--- src/rtl/alu_seq.sv ---
// alu_seq: registered multi-cycle ALU with valid/ready on both sides.
// Variable shifts iterate one bit per clock instead of using a barrel shifter.
module alu_seq #(
  parameter  int WIDTH = 8,
  localparam int SHW   = $clog2(WIDTH)
) (
  input  logic             clk,
  input  logic             rst,
  input  logic             in_valid,
  output logic             in_ready,
  input  logic [WIDTH-1:0] op_a,
  input  logic [WIDTH-1:0] op_b,
  input  logic [3:0]       op_sel,
  output logic             out_valid,
  input  logic             out_ready,
  output logic [WIDTH-1:0] result,
  output logic             flag_c,
  output logic             flag_z,
  output logic             flag_n,
  output logic             flag_v,
  output logic             illegal
);

  typedef enum logic [1:0] {
    S_IDLE,
    S_SHIFT,
    S_DONE
  } state_t;

  state_t           r_state;
  logic [WIDTH-1:0] r_sh;
  logic [SHW-1:0]   r_cnt;
  logic [1:0]       r_kind;
  logic [WIDTH-1:0] r_result;
  logic             r_c;
  logic             r_z;
  logic             r_n;
  logic             r_v;
  logic             r_ill;
  logic             r_out_valid;

  logic             w_accept;
  logic [WIDTH:0]   w_sum;
  logic [WIDTH:0]   w_dif;
  logic [SHW-1:0]   w_amt;
  logic             w_is_sh;
  logic             w_long;
  logic [WIDTH-1:0] w_res;
  logic             w_c;
  logic             w_v;
  logic             w_ill;
  logic [WIDTH-1:0] w_sh_nxt;
  logic             w_sh_out;

  assign in_ready = !rst &&
    (r_state == S_IDLE ||
     (r_state == S_DONE && out_ready));

  assign w_accept = in_valid && in_ready;

  assign w_sum = {1'b0, op_a} + {1'b0, op_b};
  assign w_dif = {1'b0, op_a} - {1'b0, op_b};
  assign w_amt = op_b[SHW-1:0];

  assign w_is_sh = (op_sel == 4'd9) ||
                   (op_sel == 4'd10) ||
                   (op_sel == 4'd11);
  assign w_long  = w_is_sh && (w_amt != '0);

  // Single-cycle result and flags for the op on the input port
  always_comb begin
    w_res = '0;
    w_c   = 1'b0;
    w_v   = 1'b0;
    w_ill = 1'b0;
    unique case (op_sel)
      4'd0: w_res = '0;
      4'd1: begin
        w_res = w_sum[WIDTH-1:0];
        w_c   = w_sum[WIDTH];
        w_v   = (op_a[WIDTH-1] == op_b[WIDTH-1]) &&
                (w_sum[WIDTH-1] != op_a[WIDTH-1]);
      end
      4'd2: begin
        w_res = w_dif[WIDTH-1:0];
        w_c   = w_dif[WIDTH];
        w_v   = (op_a[WIDTH-1] != op_b[WIDTH-1]) &&
                (w_dif[WIDTH-1] != op_a[WIDTH-1]);
      end
      4'd3: w_res = op_a & op_b;
      4'd4: w_res = op_a | op_b;
      4'd5: w_res = op_a ^ op_b;
      4'd6: w_res = ~op_a;
      4'd7: begin
        w_res = {op_a[WIDTH-2:0], 1'b0};
        w_c   = op_a[WIDTH-1];
      end
      4'd8: begin
        w_res = {1'b0, op_a[WIDTH-1:1]};
        w_c   = op_a[0];
      end
      4'd9, 4'd10, 4'd11: w_res = op_a;
      default: w_ill = 1'b1;
    endcase
  end

  // One-bit step of the iterative shifter
  always_comb begin
    w_sh_nxt = r_sh;
    w_sh_out = 1'b0;
    unique case (r_kind)
      2'd0: begin
        w_sh_nxt = {r_sh[WIDTH-2:0], 1'b0};
        w_sh_out = r_sh[WIDTH-1];
      end
      2'd1: begin
        w_sh_nxt = {1'b0, r_sh[WIDTH-1:1]};
        w_sh_out = r_sh[0];
      end
      default: begin
        w_sh_nxt = {r_sh[WIDTH-1], r_sh[WIDTH-1:1]};
        w_sh_out = r_sh[0];
      end
    endcase
  end

  // Control FSM with registered result, flags and out_valid
  always_ff @(posedge clk) begin
    if (rst) begin
      r_state     <= S_IDLE;
      r_sh        <= '0;
      r_cnt       <= '0;
      r_kind      <= 2'd0;
      r_result    <= '0;
      r_c         <= 1'b0;
      r_z         <= 1'b0;
      r_n         <= 1'b0;
      r_v         <= 1'b0;
      r_ill       <= 1'b0;
      r_out_valid <= 1'b0;
    end else if (w_accept) begin
      if (w_long) begin
        r_state     <= S_SHIFT;
        r_sh        <= op_a;
        r_cnt       <= w_amt;
        r_kind      <= op_sel[1:0] - 2'd1;
        r_ill       <= 1'b0;
        r_out_valid <= 1'b0;
      end else begin
        r_state     <= S_DONE;
        r_result    <= w_res;
        r_c         <= w_c;
        r_z         <= (w_res == '0);
        r_n         <= w_res[WIDTH-1];
        r_v         <= w_v;
        r_ill       <= w_ill;
        r_out_valid <= 1'b1;
      end
    end else begin
      unique case (r_state)
        S_SHIFT: begin
          r_sh  <= w_sh_nxt;
          r_cnt <= r_cnt - SHW'(1);
          if (r_cnt == SHW'(1)) begin
            r_state     <= S_DONE;
            r_result    <= w_sh_nxt;
            r_c         <= w_sh_out;
            r_z         <= (w_sh_nxt == '0);
            r_n         <= w_sh_nxt[WIDTH-1];
            r_v         <= 1'b0;
            r_out_valid <= 1'b1;
          end
        end
        S_DONE: begin
          if (out_ready) begin
            r_state     <= S_IDLE;
            r_out_valid <= 1'b0;
          end
        end
        default: r_state <= S_IDLE;
      endcase
    end
  end

  assign out_valid = r_out_valid;
  assign result    = r_result;
  assign flag_c    = r_c;
  assign flag_z    = r_z;
  assign flag_n    = r_n;
  assign flag_v    = r_v;
  assign illegal   = r_ill;

endmodule

--- config.mk ---
export PLATFORM = sky130hd
export DESIGN_NAME = alu_seq
export DESIGN_NICKNAME = d
export VERILOG_FILES = /design/src/rtl/alu_seq.sv
export SDC_FILE = /design/constraint.sdc
export NUM_CORES = 1
export LEC_CHECK = 0
export ABC_CLOCK_PERIOD_IN_PS = 5500
export CORE_ASPECT_RATIO = 1.2
export CORE_MARGIN = 4
export CORE_UTILIZATION = 50
export DETAILED_ROUTE_END_ITERATION = 8
export DONT_BUFFER_PORTS = 1
export GPL_ROUTABILITY_DRIVEN = 0
export PLACE_DENSITY = 0.76
export SETUP_SLACK_MARGIN = 0.4
export SYNTH_ARGS = -nofsm -noshare
export SYNTH_HDL_FRONTEND = slang
export SYNTH_SLANG_ARGS = --single-unit
--- constraint.sdc ---
create_clock -name clk -period 5.5 [get_ports clk]
set_clock_uncertainty 0.05 [all_clocks]
set_input_delay 1.375 -clock clk [delete_from_list [all_inputs] [get_ports clk]]
set_output_delay 1.375 -clock clk [all_outputs]
set_load 0.03 [all_outputs]
# Word-level counts from Yosys, hierarchy flattened
# Cells that the tools add are included.
[word_totals]
reg_bits = 29
latchBits = 0
ramBits = 0
mem_bits_ro = 0
in_bits = 24
output_inout_bits = 15
n_memories = 0
[classes]
n_addsub = 4
n_mul = 0
div_mod_pow = 0
order_cmp = 0
eq_ne = 23
n_shift = 0
muxes = 43
n_bitwise = 4
n_reduce_logical = 26
[op_table]
columns = ["op", "count"]
rows = [
  ["8-bit one-hot mux with 9 select lines", 1],
  ["8-bit two-way mux", 7],
  ["1-bit two-way mux", 23],
  ["4-bit by 3-bit equality test with 1-bit output, second input constant", 4],
  ["4-bit equality test, second input constant", 4],
  ["8-bit logical NOT", 2],
  ["8-bit one-hot mux with 2 select lines", 1],
  ["12-bit OR reduction", 1],
  ["8-bit by 8-bit adder with 9-bit output", 1],
  ["3-bit two-way mux", 3],
  ["8-bit by 8-bit subtractor with 9-bit output", 1],
  ["8-bit bitwise AND", 1],
  ["4-bit by 2-bit equality test with 1-bit output, second input constant", 2],
  ["2-bit two-way mux", 4],
  ["8-bit inverter", 1],
  ["8-bit OR", 1],
  ["8-bit bitwise XOR", 1],
  ["1-bit logical AND", 6],
  ["3-bit inequality test, second input constant", 2],
  ["2-bit AND reduction", 3],
  ["3-bit AND reduction", 2],
  ["3-bit nonzero test", 2],
  ["2-bit by 1-bit equality test with 1-bit output, second input constant", 2],
  ["4-bit by 1-bit equality test with 1-bit output, second input constant", 1],
  ["17 further kinds", 24],
]

# Longest topological paths before layout
[logic_depth]
word_depth = 7
depth_mapped = 11
ltp_nobuf = 10

# Least setup slack after synthesis
# OpenSTA, ideal clock, no wires.
[synth_path]
kind = "in2reg"
from = "input port op_a[0]"
to = "register r_z (netlist: flag_z)"
setup_time_ns = 0.076
t_arrival_ns = 3.846
path_slack_ns = 1.528
stages = 9
path_buffers = 0
cell_sequence = "ha_1 fa_1 nor3b_1 o21ai_0 a21oi_1 or4_4 or4_1 or4_1 o22ai_1"
[synth_via]
elab_chain_len = 5
elab_cells_between_ends = 10
[synth_rtl]
columns = ["item", "line_no", "source"]
rows = [
  ["start, declared", "11", "input logic [WIDTH-1:0] op_a,"],
  ["8-bit by 8-bit subtractor with 9-bit output (tied with other cells)", "62", "assign w_dif = {1'b0, op_a} - {1'b0, op_b};"],
  ["8-bit one-hot mux with 9 select lines (*)", "76", "unique case (op_sel)"],
  ["8-bit logical NOT (*)", "153", "r_z <= (w_res == '0);"],
  ["1-bit two-way mux (*)", "142", "if (w_long) begin"],
  ["1-bit two-way mux (*)", "141", "end else if (w_accept) begin"],
  ["end signal, assigned", "153", ""],
  ["end signal, assigned", "168", "r_z <= (w_sh_nxt == '0);"],
  ["end, declared", "36", "logic r_z;"],
]
# Mark *: on every way between the ends. The rest lies on a longest branch, timed or not. The select of a mux whose other input is x is not followed.
# A chain may end at the register's enable or synchronous reset.

# Worst setup path after layout
[layout_path]
from = "input port out_ready"
to = "register r_z (netlist: flag_z)"
[layout_via]
elab_chain_len = 6
elab_cells_between_ends = 9
[layout_rtl]
columns = ["item", "line_no", "source"]
rows = [
  ["start, declared", "15", "input logic out_ready,"],
  ["1-bit logical AND (*)", "57", "(r_state == S_DONE && out_ready));"],
  ["1-bit logical OR (*)", "56", "(r_state == S_IDLE ||"],
  ["1-bit logical AND (*)", "55", "assign in_ready = !rst &&"],
  ["named net in_ready", "10", "output logic in_ready,"],
  ["1-bit logical AND (*)", "59", "assign w_accept = in_valid && in_ready;"],
  ["2-bit inequality test (no source line) / 2-bit nonzero test (equally long branches)", "n/a", ""],
  ["3-bit AND reduction (no source line)", "n/a", ""],
]
# Mark *: on every way through the listed nets, which the timed path passes. The rest lies on a longest branch.

==> flow_metrics.env <==
export IMPL_fp_dieW_um=79.00
export IMPL_hold_class="reg -> reg"
export IMPL_clock_sinks=28
export IMPL_ys_seq_elements=28
export IMPL_outcome="complete, no violations"
export IMPL_synth_distinct_cells=63
export IMPL_worstSkewPairLatency_ns=0.27
export IMPL_fin_nets=442
export IMPL_total_nets_after_synthesis=460
export IMPL_p_int_mw=0.3509
export IMPL_largest_net_degree_at_the_start_of_global_routing=35
export IMPL_final_period_minus_worst_setup_slack_ns=3.870
export IMPL_setup_viol_count_final=0
export IMPL_number_of_antenna_violations_at_the_first_check_in_global_routing=0
export IMPL_sw_frac_of_total_pct=34.99
export IMPL_timing_max_transition_violations_final=0
export IMPL_min_path_cells=2
export IMPL_share_of_power_burned_in_the_clock_network_pct=23.4
export IMPL_hold_worst_slack_ns=0.4522
export IMPL_gr_total_overflow=0
export IMPL_cts_hold_fix_buffers=0
export IMPL_wire_per_inst_um=18.61
export IMPL_timing_critical_path_mode_cell="or4_1"
export IMPL_detailed_router_iteration_count_before_antenna_repair=6
export IMPL_regToRegSetupSlack_ns=2.27
export IMPL_layout_drive_gt1_share_pct=6.234
export IMPL_hp_start="r_cnt[0]$_SDFFE_PP0P_"
export IMPL_drtAntennaViolNets=0
export IMPL_route_detailed_drc=0
export IMPL_cts_htree_levels=1
export IMPL_grt_first_pass_wirelength_mm=14.16
export IMPL_critical_path_endpoint_type="flop"
export IMPL_synthesis_area_per_instance_um2=7.486
export IMPL_critical_path_arrival_ns=4.03
export IMPL_root_buffer="clkbuf_8"
export IMPL_timing_fmax_mhz=258.4
export IMPL_slew_headroom_pct=33.27
export IMPL_r2r_start="r_state[1]$_SDFFE_PP0P_"
export IMPL_post_cts_resized=0
export IMPL_clock_path_buffers=2
export IMPL_crit_path_max_fanout=11
export IMPL_ys_flop_type="dfxtp_1"
export IMPL_synthesis_yosys_warnings=0
export IMPL_clk_pin_slew_ns=0.09
export IMPL_routed_via_density=6.492
export IMPL_worstRegToRegCells=7
export IMPL_start_util_pct=52.32
export IMPL_total_power_per_unit_cell_area_nw_per_um2=175.8
export IMPL_route_vias_total=3019
export IMPL_r2r_end="flag_z$_SDFFE_PP0P_"
export IMPL_slowest_stage="or4_4"
export IMPL_timing_critical_path_cells="nor2b_1 -> nor3_2 -> nand2_1 -> or4_4 -> or4_1 -> or4_1 -> o22ai_1"
export IMPL_edff_count_synth=0
export IMPL_share_of_power_burned_in_registers_pct=43.2
export IMPL_timing_critical_path_slowest_cell_delay_ns=0.64
export IMPL_netSwitchingPower_mw=0.1889
export IMPL_floorplan_die_height_um=93.20
export IMPL_grtUsageMet3_pct=2.216
export IMPL_antenna_cells_inserted=0
export IMPL_grt_pass1_vias=2842
export IMPL_startpoint_type="primary input"
export IMPL_power_leakage_nw=1.215
export IMPL_detailedRoute_firstIterationViolations=319
export IMPL_p_comb_share_pct=33.4
export IMPL_critPathKind="in -> reg"
export IMPL_cts_tree="yes"
export IMPL_synth_async_sr_flop_share_pct=0
export IMPL_met1_usage_pct=30.45
export IMPL_buffer_ports_inserted=0
export IMPL_top_level_ports=39
export IMPL_hold_violations=0
export IMPL_fp_row_count=30
export IMPL_grt_setup_unrepaired="false"
export IMPL_post_cts_buffers=0
export IMPL_routed_wl_mm=8.652
export IMPL_final_setup_tns_ns=0
export IMPL_worst_pin_slew_ns=0.9987
export IMPL_crit_required_ns=5.66
export IMPL_synth_area_um2=3024
export IMPL_coreArea_um2=5781
export IMPL_grt_busiest_layer="met2"
export IMPL_track_usage_pct=23.62
export IMPL_final_period_utilization_pct=70.37
export IMPL_peakVddDrop_uv=121.7
export IMPL_netlist_instances=404
export IMPL_num_cts_buffers=3
export IMPL_die_area_um2=7362
export IMPL_hold_path_endpoint="r_cnt[0]$_SDFFE_PP0P_"
export IMPL_synth_seq_area_share_pct=18.54
export IMPL_dpl_hpwl_mm=6.464
export IMPL_area_growth_synth_to_final_pct=1.531
export IMPL_max_cap_violations=0
export IMPL_use_met2_pct=40.59
sequential cells by signal, indices dropped and copies added, names as in the netlist:
signal,cells
illegal,1
flag_c,1
flag_z,1
r_cnt,3
result,8
r_sh,8
out_valid,1
r_kind,2
r_state,2
flag_v,1
layer usage:
layer | share of wire, % | wire length, µm
met3 | 7.8 | 677
met1 | 41 | 3578
met5 | 0 | 0
met4 | 1.7 | 148
met2 | 49 | 4247
stage by stage:
stage | setup slack [ns] | power, mW | area (µm²) | std cells | utilization, %
2_1_floorplan | 1.528 | 0.3837 | 3024 | 404 | -
3_3_place_gp | 1.427 | 0.4097 | 3015 | 461 | 52.16
3_5_place_dp | 1.360 | 0.4130 | 3015 | 461 | 52.16
4_1_cts | 1.639 | 0.5376 | 3070 | 465 | 53.12
5_1_grt | 1.469 | 0.5685 | 3070 | 465 | 53.12
6_report | 1.630 | 0.5399 | 3070 | 465 | 53.12
synthesized netlist by cell type (all sizes together) (4+ instances only):
master	count	area, µm²
nand2	25	93.84
o21ai	19	95.09
a22oi	5	37.54
a211oi	13	97.59
a21oi	40	200.2
nor3b	6	45.04
ha	30	375.4
nor2b	7	51.30
clkbuf	18	67.56
o211ai	4	30.03
nor4	4	25.02
a221oi	7	61.31
a21o	5	37.54
buf	8	72.56
o221a	4	45.04
nor3	11	65.06
dfxtp	28	560.5
inv	30	112.6
mux2i	10	100.1
o32ai	5	43.79
nor2	48	182.7
or4	4	33.78
nand2b	15	93.84
placed cells by master (no fill, tap or decap), types with 3 or more instances in the layout:
cell,instances
o21ai_1,3
mux2i_1,10
nand2_1,25
nor3_1,9
o21bai_1,3
a221oi_1,7
ha_1,30
nand3_1,3
clkbuf_8,4
nor2b_1,6
nand3b_1,3
nor2_1,47
nor4_1,4
a311oi_1,3
o211ai_1,4
a32oi_1,3
a211oi_1,13
dfxtp_1,28
buf_4,3
o32ai_1,5
nand2b_1,15
o21ai_0,16
o22ai_1,3
inv_1,30
a21o_1,5
o221a_2,4
nor3b_1,6
or4_1,3
a21oi_1,40
a22oi_1,5
worst max path at each step:
stage / startpoint / end / cells after the start
2_1_floorplan: op_a[0] / flag_z$_SDFFE_PP0P_ / 9
3_3_place_gp: out_ready / flag_z$_SDFFE_PP0P_ / 7
3_5_place_dp: out_ready / flag_z$_SDFFE_PP0P_ / 7
4_1_cts: out_ready / flag_z$_SDFFE_PP0P_ / 7
5_1_grt: op_a[0] / flag_z$_SDFFE_PP0P_ / 10
6_report: out_ready / flag_z$_SDFFE_PP0P_ / 7
cell families after synthesis:
kind of cell	Yosys count	share of synthesized area, %
adders and majority gates	32	13.74
and+or+nand+nor	137	23.62
muxes	12	4.055
xor gates and xnor gates	2	0.5793
AOI/OAI and AO/OA	137	31.11
DFF	28	18.54
buffers and inverters	56	8.357
power groups by stage:
stage | clock network, mW | registers [mW] | logic [mW]
floorplan | 0 | 0.234 | 0.150
global placement | 0 | 0.238 | 0.172
detailed placement | 0 | 0.238 | 0.175
CTS | 0.128 | 0.233 | 0.176
global route | 0.135 | 0.235 | 0.199
finish | 0.126 | 0.233 | 0.180
worst max-delay path: cells and delay by family:
family,cells,cell delay (ns)
simple gates,6,2.49
compound gates,1,0.15
cell type report:
type                            instances  area (µm²)
Clock buffer                            4       55.05
Fill cell                             585        2710
Inverter                               30       112.6
Multi-Input combinational cell        320        2220
Sequential cell                        28       560.5
Tap cell                               80       100.1
Timing Repair Buffer                    3       22.52
No activity file was read; power rests on OpenSTA's default activity.
